==> src/rtl/lc3b_types.sv <==
// Shared types for the LC-3b out-of-order core: opcodes, CDB bus and
// reservation-station entry layout.
package lc3b_types;

    localparam int DATA_W = 16;
    localparam int TAG_W  = 3;
    localparam int AGE_W  = 5;

    typedef enum logic [3:0] {
        op_br   = 4'd0,
        op_add  = 4'd1,
        op_ldb  = 4'd2,
        op_stb  = 4'd3,
        op_jsr  = 4'd4,
        op_and  = 4'd5,
        op_ldr  = 4'd6,
        op_str  = 4'd7,
        op_rti  = 4'd8,
        op_not  = 4'd9,
        op_ldi  = 4'd10,
        op_sti  = 4'd11,
        op_jmp  = 4'd12,
        op_shf  = 4'd13,
        op_lea  = 4'd14,
        op_trap = 4'd15
    } lc3b_opcode;

    typedef struct packed {
        logic              valid;
        logic [TAG_W-1:0]  tag;
        logic [DATA_W-1:0] data;
    } cdb_t;

    typedef struct packed {
        logic              busy;
        lc3b_opcode        op;
        logic [DATA_W-1:0] vj;
        logic [DATA_W-1:0] vk;
        logic [TAG_W-1:0]  qj;
        logic [TAG_W-1:0]  qk;
        logic              qj_p;
        logic              qk_p;
        logic [TAG_W-1:0]  dest;
        logic [AGE_W-1:0]  age;
    } rs_entry_t;

    // a is older than b when a-b is negative modulo 2^AGE_W
    function automatic logic age_older(
        input logic [AGE_W-1:0] a,
        input logic [AGE_W-1:0] b
    );
        logic [AGE_W-1:0] d;
        d = a - b;
        return d[AGE_W-1];
    endfunction

endpackage

==> src/rtl/rs_oldest_select.sv <==
// Combinational picker: returns the index of the oldest ready entry.
module rs_oldest_select
    import lc3b_types::*;
#(
    parameter int DEPTH = 4,
    parameter int IW    = $clog2(DEPTH)
) (
    input  logic [DEPTH-1:0]            ready_i,
    input  logic [DEPTH-1:0][AGE_W-1:0] ages_i,
    output logic [IW-1:0]               idx_o,
    output logic                        valid_o
);

    logic             found;
    logic [AGE_W-1:0] best;
    logic [IW-1:0]    idx;

    always_comb begin
        found = 1'b0;
        best  = '0;
        idx   = '0;
        for (int i = 0; i < DEPTH; i++) begin
            if (ready_i[i] && (!found || age_older(ages_i[i], best))) begin
                found = 1'b1;
                best  = ages_i[i];
                idx   = i[IW-1:0];
            end
        end
    end

    assign idx_o   = idx;
    assign valid_o = found;

endmodule

==> src/rtl/alu_rs_pool.sv <==
// ALU reservation-station pool: tag-snooping entries with oldest-ready
// dispatch and a hold lock while the ALU stalls.
module alu_rs_pool
    import lc3b_types::*;
#(
    parameter int DATA_WIDTH = 16,
    parameter int TAG_WIDTH  = 3,
    parameter int DEPTH      = 4,
    parameter int CW         = $clog2(DEPTH+1)
) (
    input  logic                  clk,
    input  logic                  reset,
    input  logic                  flush,
    input  logic                  issue_valid,
    output logic                  issue_ready,
    input  lc3b_opcode            issue_op,
    input  logic [TAG_WIDTH-1:0]  issue_dest,
    input  logic [DATA_WIDTH-1:0] issue_Vj,
    input  logic [DATA_WIDTH-1:0] issue_Vk,
    input  logic [TAG_WIDTH-1:0]  issue_Qj,
    input  logic [TAG_WIDTH-1:0]  issue_Qk,
    input  logic                  issue_Qj_valid,
    input  logic                  issue_Qk_valid,
    input  cdb_t                  cdb_in,
    output logic                  disp_valid,
    input  logic                  disp_ready,
    output lc3b_opcode            disp_op,
    output logic [DATA_WIDTH-1:0] disp_a,
    output logic [DATA_WIDTH-1:0] disp_b,
    output logic [TAG_WIDTH-1:0]  disp_dest,
    output logic [DEPTH-1:0]      busy_out,
    output logic [CW-1:0]         count_out
);

    localparam int IW = $clog2(DEPTH);

    rs_entry_t [DEPTH-1:0] ent_q, ent_d;
    logic [AGE_W-1:0]      age_q, age_d;
    logic                  lock_q, lock_d;
    logic [IW-1:0]         lock_idx_q, lock_idx_d;

    logic [DEPTH-1:0]            rdy;
    logic [DEPTH-1:0][AGE_W-1:0] ages;
    logic [IW-1:0]               sel_idx, pick_idx, free_idx;
    logic                        sel_v, free_v;
    logic                        issue_fire, disp_fire;
    logic [CW-1:0]               cnt;
    rs_entry_t                   pick, new_ent;

    always_comb begin
        cnt      = '0;
        free_v   = 1'b0;
        free_idx = '0;
        for (int i = 0; i < DEPTH; i++) begin
            busy_out[i] = ent_q[i].busy;
            ages[i]     = ent_q[i].age;
            rdy[i]      = ent_q[i].busy && !ent_q[i].qj_p && !ent_q[i].qk_p;
            cnt         = cnt + CW'(ent_q[i].busy);
            if (!ent_q[i].busy && !free_v) begin
                free_v   = 1'b1;
                free_idx = i[IW-1:0];
            end
        end
    end

    rs_oldest_select #(.DEPTH(DEPTH), .IW(IW)) u_sel (
        .ready_i (rdy),
        .ages_i  (ages),
        .idx_o   (sel_idx),
        .valid_o (sel_v)
    );

    // A stalled pick stays locked so disp_* cannot change under the ALU
    assign pick_idx    = lock_q ? lock_idx_q : sel_idx;
    assign pick        = ent_q[pick_idx];
    assign disp_valid  = lock_q || sel_v;
    assign disp_op     = pick.op;
    assign disp_a      = pick.vj;
    assign disp_b      = pick.vk;
    assign disp_dest   = pick.dest;
    assign count_out   = cnt;
    assign issue_ready = free_v;
    assign issue_fire  = issue_valid && issue_ready && !flush;
    assign disp_fire   = disp_valid && disp_ready;

    always_comb begin
        new_ent      = '0;
        new_ent.busy = 1'b1;
        new_ent.op   = issue_op;
        new_ent.vj   = issue_Vj;
        new_ent.vk   = issue_Vk;
        new_ent.qj   = issue_Qj;
        new_ent.qk   = issue_Qk;
        new_ent.qj_p = issue_Qj_valid;
        new_ent.qk_p = issue_Qk_valid;
        new_ent.dest = issue_dest;
        new_ent.age  = age_q;
        if (issue_Qj_valid && cdb_in.valid && cdb_in.tag == issue_Qj) begin
            new_ent.vj   = cdb_in.data;
            new_ent.qj_p = 1'b0;
        end
        if (issue_Qk_valid && cdb_in.valid && cdb_in.tag == issue_Qk) begin
            new_ent.vk   = cdb_in.data;
            new_ent.qk_p = 1'b0;
        end
    end

    always_comb begin
        ent_d      = ent_q;
        age_d      = age_q;
        lock_d     = 1'b0;
        lock_idx_d = lock_idx_q;
        for (int i = 0; i < DEPTH; i++) begin
            if (cdb_in.valid && ent_q[i].busy) begin
                if (ent_q[i].qj_p && ent_q[i].qj == cdb_in.tag) begin
                    ent_d[i].vj   = cdb_in.data;
                    ent_d[i].qj_p = 1'b0;
                end
                if (ent_q[i].qk_p && ent_q[i].qk == cdb_in.tag) begin
                    ent_d[i].vk   = cdb_in.data;
                    ent_d[i].qk_p = 1'b0;
                end
            end
        end
        if (disp_fire) begin
            ent_d[pick_idx].busy = 1'b0;
        end else if (disp_valid) begin
            lock_d     = 1'b1;
            lock_idx_d = pick_idx;
        end
        if (issue_fire) begin
            ent_d[free_idx] = new_ent;
            age_d           = age_q + AGE_W'(1);
        end
        if (flush) begin
            lock_d = 1'b0;
            for (int i = 0; i < DEPTH; i++) begin
                ent_d[i].busy = 1'b0;
            end
        end
    end

    always_ff @(posedge clk) begin
        if (reset) begin
            ent_q      <= '0;
            age_q      <= '0;
            lock_q     <= 1'b0;
            lock_idx_q <= '0;
        end else begin
            ent_q      <= ent_d;
            age_q      <= age_d;
            lock_q     <= lock_d;
            lock_idx_q <= lock_idx_d;
        end
    end

endmodule

==> config.mk <==
export PLATFORM = sky130hd
export DESIGN_NAME = alu_rs_pool
export DESIGN_NICKNAME = d
export VERILOG_FILES = /design/src/rtl/lc3b_types.sv /design/src/rtl/rs_oldest_select.sv /design/src/rtl/alu_rs_pool.sv
export SDC_FILE = /design/constraint.sdc
export NUM_CORES = 1
export LEC_CHECK = 0
export CAP_MARGIN = 30
export CORE_ASPECT_RATIO = 0.5
export CORE_MARGIN = 1.5
export CORE_UTILIZATION = 50
export DETAILED_ROUTE_END_ITERATION = 12
export PLACE_DENSITY = 0.74
export SYNTH_ARGS = -nofsm -noshare
export SYNTH_HDL_FRONTEND = slang
export SYNTH_HIERARCHICAL = 1
export SYNTH_SLANG_ARGS = --single-unit
==> constraint.sdc <==
create_clock -name clk -period 6.58 [get_ports clk]
set_clock_uncertainty 0.1 [all_clocks]
set_input_delay 0.658 -clock clk [delete_from_list [all_inputs] [get_ports clk]]
set_output_delay 0.658 -clock clk [all_outputs]
set_load 0.005 [all_outputs]
==> results by group, run 1 <==
Yosys
  – Commonest cells post-synth: 290 x nand2_1, 220 x dfxtp_1, 131 x a31oi_1, 128 x a221oi_1, 91 x a21oi_1
  – Post-Syn Area: 0.0117 sq mm
  – Seq/Total Area, Yosys: 0.375
  – Ys Warns: 6
  – Syn Nets: 1372
  – Avg Inst Size Synth: 9.14 sq um
  – Main flop type after synthesis: dfxtp_1
  – Post-synth EDFFs: 0
  – Yosys reg bits: 220
  – Async set or reset register ratio after synthesis: 0
  – Number of distinct library cells after synthesis: 58
  – Share of the synthesized area in the top cell type: 0.375
  – Count leader, synth: nand2_1
  – Cells after Synth: 1285
  – Top cells by area, synth: dfxtp_1 38%, a221oi_1 9.5%, nand2_1 9.3%
  – Post-synth top area cell: dfxtp_1

STA
  – Final hold viol count: 0
  – Part of the cycle the worst path needs: 1.14
  – Slew margin rel.: 0.314
  – Setup tns final: -32.10 ns
  – Final Worst Setup Slack: -0.896 ns
  – Peak Freq: 134 MHz
  – Fin. max-slew vios: 0
  – Final setup vio count: 39
  – Worst-margin pin slew: 1.03 ns
  – RSZ-0062 raised after global routing: yes
  – Tmin final: 7.48 ns

Worst setup path
  – Crit start category: flop
  – CP Capture Type: output port
  – Worst-path maximum fanout: 8
  – Slowest CP cell: mux4_2
  – Slowest Stage Delay on Critical Path: 0.51 ns
  – Req. time, crit path: 5.82 ns
  – Crit path DAT: 6.72 ns
  – R2R cell count: 33
  – CP dominant cell by count: buf_12
  – Setup CP Type: flop to output port

Floorplan
  – Row Count: 39
  – # IOs: 120
  – Die Area: 0.0245 sq mm
  – Core ar.: 0.0229 sq mm
  – Die Height: 111 um
  – Horiz. Die Dim: 220 um
  – Starting density of the core: 0.512

Routing
  – TritonRoute pass-1 iters: 6
  – Remaining antenna violation count: 0
  – Via count: 11.2k
  – WL final: 38400 um
  – Drt initial violations: 1418
  – DR vias/cell: 6.68
  – DR DRC count: 0
  – WL per Instance: 22.9 um

Global route
  – Global-route wire length before repair: 60500 um
  – Largest net degree at the start of global routing: 133
  – Vias in the first global route: 11.0k
  – Initial antenna violation count: 1
  – Overflow after GRT: 0
  – Total track usage: 0.313

Min path
  – Worst Hold Depth: 2
  – Hold WC Path Type: flop to flop

Flow run
  – Max_cap viols: 0

Clocking
  – Worst-path clk slew: 0.07 ns
  – Cts bufs inserted: 21
  – Worst skew pair latency: 0.52 ns
  – Htree depth: 1
  – Max Buffers Root-to-Sink: 3
  – CTS tree: built
  – Cts hold-fix bufs: 0
  – Clock sink count: 220
  – Root buffer cell: clkbuf_16

Cells and area
  – Ratio of cells with drive above 1 in the final layout: 0.193
  – Area Growth Syn to Fin: 20.5%
  – Area occupied by multi-input gates: 0.00682 sq mm
  – Post-Layout Cell Count: 1680
  – FF/Latch Area: 0.00441 sq mm
  – Nets@finish: 1446
  – ANT cells: 0
  – Fillers: 1889

Pwr
  – Pwr per Cell Area: 201 mW/mm^2
  – LEAKAGE: 0.00481 uW
  – VDD IR max: 0.000162 V

Placement
  – Port buffer count: 119
  – GP Congestion: 0.888
  – DP HPWL: 24000 um
  – Placed Cells: 1613

Status
  – Failing checks: negative setup slack
  – Run status: finished with violations
final cells by class:
type,instances,share of cell area
Sequential cell,220,0.312
Tap cell,307,0.0272
Multi-Input combinational cell,905,0.482
Clock inverter,5,0.00230
Inverter,11,0.00292
Clock buffer,32,0.0436
Timing Repair Buffer,200,0.131
worst paths after layout:
kind	start	endpoint	slack (ns)
setup / recovery	ent_q[9]$_SDFF_PP0_	disp_b[8]	-0.90
hold / removal	ent_q[7]$_SDFFE_PP0P_	ent_q[7]$_SDFFE_PP0P_	0.35
setup reg to reg	ent_q[9]$_SDFF_PP0_	busy_out[3]$_SDFF_PP0_	0.09
hold reg to reg	ent_q[7]$_SDFFE_PP0P_	ent_q[7]$_SDFFE_PP0P_	0.35
logic make-up (layout without fill, tap and decap cells):
| logic type | after synthesis | in the layout | share of synthesized area |
|---|---|---|---|
| flip-flops | 220 | 220 | 0.375 |
| XOR/XNOR | 37 | 37 | 0.0288 |
| multiplexers | 79 | 79 | 0.145 |
| AO/OA/AOI/OAI | 385 | 385 | 0.225 |
| buffers and inverters | 160 | 248 | 0.0620 |
| adder cells (fa/ha/maj) | 15 | 15 | 0.0166 |
| AND/OR/NAND/NOR | 389 | 389 | 0.147 |
flip-flops by register name (all words and copies together) (netlist names):
register	cells
lock_q	1
ages	20
ent_q	188
busy_out	4
lock_idx_q	2
age_q	5
report_power, final:
group,total (uW),internal [uW],switching (uW)
combinational,292,132,161
sequential,1370,1360,15.9
clock,1180,649,532
per-stage QoR:
stage / worst slack [ns] / util / power [uW] / instance area [sq um] / hold WS [ns]
finish: -0.896 / 0.617 / 2850 / 14100 / 0.354
global route: -1.17 / 0.617 / 2920 / 14100 / 0.370
CTS: -0.775 / 0.617 / 2850 / 14100 / 0.356
detailed placement: -0.700 / 0.579 / 1700 / 13300 / 0.347
global placement: -0.476 / 0.576 / 1690 / 13200 / 0.339
floorplan: -0.103 / - / 1570 / 11900 / 0.333
cells in the final DEF, fill, tap and decap left out, types with 4 or more instances in the layout:
cell type        netlist  layout
xor2_1                11      11
o21ai_2                1       6
buf_8                  2       5
inv_1                 11      10
clkbuf_16              0      21
and3_1                 8       8
ha_4                   0       5
mux4_2                39      39
xnor2_1               25      24
nor2_1                14      14
nand3_1               14      14
nand2b_1               5       5
mux2i_4               33      35
buf_6                  5      13
buf_4                 11      54
clkbuf_8               0       5
a221oi_1             128     128
o21ai_0               15       9
buf_2                 21      35
buf_12                 0      10
a21oi_1               91      89
clkdlybuf4s50_1        0      79
ha_1                  14       9
dfxtp_1              220     217
and4b_1                8       8
nand3b_1              11      11
nand2_1              290     287
nand4_1               10      10
a31oi_1              131     131
clkbuf_1              83       6
nor3_1                 7       4
metal layers:
| layer | wire length [um] | up-vias | global-route usage |
|---|---|---|---|
| met3 | 3870 | 108 | 0.0604 |
| met5 | 0 | - | 0 |
| li1 | - | 4970 | - |
| met2 | 17600 | 694 | 0.494 |
| met1 | 15600 | 5456 | 0.425 |
| met4 | 1350 | 0 | 0.118 |
critical path, delay by kind of cell, from the launching register on:
family / cells / cell delay (ns)
compound gates: 10 / 1.79
xor+xnor: 2 / 0.38
fa+ha+maj: 3 / 0.75
buf+inv: 8 / 1.14
flops: 1 / 0.34
mux: 4 / 1.35
simple gates: 3 / 0.41
repair_timing:
action,CTS,global route
setup endpoints to repair,39,43
gates resized for setup,174,13
pin swaps,14,7
buffers inserted,26,5
gates cloned,3,0
No activity file was read; power rests on OpenSTA's default activity.
==> run 2, diff against run 1 <==
--- a/config.mk
+++ b/config.mk
@@ -10,7 +10,8 @@
 export CORE_MARGIN = 1.5
 export CORE_UTILIZATION = 50
 export DETAILED_ROUTE_END_ITERATION = 12
-export PLACE_DENSITY = 0.74
+export DONT_BUFFER_PORTS = 1
+export PLACE_DENSITY = 0.68
 export SYNTH_ARGS = -nofsm -noshare
 export SYNTH_HDL_FRONTEND = slang
 export SYNTH_HIERARCHICAL = 1
==> run 2 against run 1 <==
Effect of this change:
- the run still ends with negative setup slack left
- utilization shrank 4.8 points
- non-clock buffer count down 137
- critical path depth stayed put
- final cell count is 8.2% lower
- cell area decreased by 7.7%
- clock power increased by 6%
- power fell by 2.1%
- setup slack improved by 0.11 ns
- sequential power hardly changed
- register-to-register slack better by 0.20 ns
- via count fell by 5.8%
- routed wire length down 0.80%
- critical endpoint is now disp_a[15]
- largest power group unchanged
==> results by group, run 2 (same netlist as run 1, synthesis figures left out) <==
Routing
  – Via count: 10.6k (-5.8%)
  – DR DRC count: 0 (unchanged)
  – TritonRoute pass-1 iters: 6 (unchanged)
  – WL final: 38100 um (-0.80%)
  – Remaining antenna violation count: 0 (unchanged)
  – Drt initial violations: 1310 (-7.6%)
  – WL per Instance: 24.7 um (+8.1%)
  – DR vias/cell: 6.86 (+2.6%)

STA
  – Slew margin rel.: 0.317 (+0.00270)
  – Fin. max-slew vios: 0 (unchanged)
  – Peak Freq: 136 MHz (+1.6%)
  – Final Worst Setup Slack: -0.782 ns (+0.115 ns)
  – Tmin final: 7.36 ns (-0.115 ns)
  – RSZ-0062 raised after global routing: yes
  – Final setup vio count: 39 (unchanged)
  – Worst-margin pin slew: 1.02 ns (-0.00403 ns)
  – Final hold viol count: 0 (unchanged)
  – Part of the cycle the worst path needs: 1.12 (-0.0174)

Cells and area
  – Layout Utilization: 0.569 (-0.0476)
  – Largest register FFs: 188 (unchanged)
  – Top reg by flops: ent_q
  – Area Growth Syn to Fin: 11.2%
  – Most frequent cells in the layout: 287 x nand2_1, 218 x dfxtp_1, 130 x a31oi_1, 128 x a221oi_1, 88 x a21oi_1
  – Nets@finish: 1309 (-9.5%)
  – ANT cells: 0 (unchanged)
  – Fillers: 2007 (+6.2%)
  – Ratio of cells with drive above 1 in the final layout: 0.172 (-0.0205)
  – Design area: 0.0131 sq mm (-7.7%)
  – Commonest non-fill, non-tap cell in the layout: nand2_1

Clocking
  – Clock sink count: 220 (unchanged)
  – Cts bufs inserted: 21 (unchanged)
  – Worst-path clk slew: 0.07 ns (about the same)
  – Root buffer cell: clkbuf_16
  – Worst skew pair latency: 0.52 ns (about the same)
  – Cts hold-fix bufs: 0 (unchanged)
  – CTS tree: built
  – Htree depth: 1 (unchanged)
  – Max Buffers Root-to-Sink: 3 (unchanged)

Pwr
  – Cell Int Power: 2150 uW (+0.64%)
  – Sequential cell fraction of total power: 0.493 (+0.011)
  – Sw power: 635 uW (-10%)
  – LEAKAGE: 0.00420 uW (-13%)
  – VDD IR max: 0.000171 V (+5.4%)
  – Clock Power Share: 0.448 (+0.033)
  – Net Sw Frac: 0.228 (-0.0211)
  – Pwr per Cell Area: 213 mW/mm^2 (+6.1%)
  – Comb power frac: 0.059 (-0.044)

Placement
  – DP HPWL: 23800 um (-0.84%)
  – DP Area: 0.0119 sq mm (-10%)
  – GP Congestion: 0.885 (-0.29%)
  – Port buffer count: 0 (-100%)

Floorplan
  – Horiz. Die Dim: 220 um (unchanged)
  – # IOs: 120 (unchanged)
  – Starting density of the core: 0.512 (unchanged)
  – Core ar.: 0.0229 sq mm (unchanged)
  – Die Height: 111 um (unchanged)
  – Die Area: 0.0245 sq mm (unchanged)
  – Row Count: 39 (unchanged)

Worst setup path
  – Critical path's top delay family: compound AO/OA/AOI/OAI gates
  – CP Capture Type: output port
  – CP dominant cell by count: o21ai_2
  – Slowest Stage Delay on Critical Path: 0.51 ns (about the same)
  – Worst Path Buf+Inv: 5 (-3)
  – Crit path depth: 30 (unchanged)
  – R2R cell count: 33 (unchanged)
  – Slowest CP cell: mux4_2
  – Crit start category: flop
  – Worst-path maximum fanout: 6 (-2)
  – Crit path DAT: 6.60 ns (-0.12 ns)
  – Setup CP Type: flop to output port
  – Req. time, crit path: 5.82 ns (about the same)

Global route
  – Overflow after GRT: 0 (unchanged)
  – Initial antenna violation count: 0 (-1)
  – Global-route wire length before repair: 58600 um (-3.2%)
  – Largest net degree at the start of global routing: 217 (+63%)
  – Vias in the first global route: 10.2k (-7.3%)
  – Total track usage: 0.305 (-0.00715)

Status
  – Run status: finished with violations
  – Failing checks: negative setup slack

Flow run
  – Max_cap viols: 0 (unchanged)

Min path
  – Worst Hold Depth: 1 (-1)
  – Hold WC Path Type: input pin to flop
[run 2: layer usage]
metal  global-route usage  routed length (um)  up-vias
met3               0.0790                4210      108
li1                     -                   -     4697
met4                0.114                1340        0
met2                0.469               17300      651
met5                    0                   0        -
met1                0.415               15300     5120
[run 2: final timing paths]
| check | from | end | slack (ns) |
|---|---|---|---|
| max | busy_out[0]$_SDFF_PP0_ | disp_a[15] | -0.78 |
| min | disp_ready | lock_q$_SDFF_PP0_ | 0.11 |
| max reg2reg | busy_out[0]$_SDFF_PP0_ | busy_out[0]$_SDFF_PP0_ | 0.29 |
| min reg2reg | ent_q[111]$_SDFFE_PP0P_ | ent_q[111]$_SDFFE_PP0P_ | 0.35 |
[run 2: final cells by class]
class / instances / area (sq um) / area share
Inverter: 11 / 41.3 / 0.00316
Sequential cell: 220 / 4410 / 0.338
Timing Repair Buffer: 63 / 667 / 0.0511
Clock buffer: 30 / 599 / 0.0459
Multi-Input combinational cell: 905 / 6870 / 0.526
Tap cell: 307 / 384 / 0.0294
Clock inverter: 6 / 86.3 / 0.00661
[run 2: metrics by stage]
| step | setup slack, ns | hold WS, ns | cells | total power [uW] | setup TNS (ns) |
|---|---|---|---|---|---|
| 6_report | -0.782 | 0.114 | 1542 | 2780 | -29.10 |
| 3_5_place_dp | -0.229 | 0.342 | 1475 | 1560 | -8.01 |
| 4_1_cts | -0.522 | 0.102 | 1533 | 2790 | -19.38 |
| 2_1_floorplan | -0.103 | 0.333 | 1285 | 1570 | -3.20 |
| 3_3_place_gp | 0.00760 | 0.334 | 1470 | 1560 | 0 |
| 5_1_grt | -1.06 | 0.101 | 1542 | 2870 | -39.64 |
[run 2: repair_timing]
item / 4_1_cts / 5_1_grt
buffers inserted: 19 / 10
pin swaps: 7 / 15
endpoints found under the setup margin: 39 / 39
gates cloned: 3 / 1
resized for setup: 20 / 8
[run 2: power groups by stage]
| stage | combinational, uW | clock (uW) | sequential (uW) |
|---|---|---|---|
| floorplan | 173 | 0 | 1390 |
| finish | 165 | 1250 | 1370 |
| global placement | 153 | 0 | 1400 |
| detailed placement | 159 | 0 | 1400 |
| global route | 179 | 1320 | 1370 |
| CTS | 163 | 1250 | 1370 |
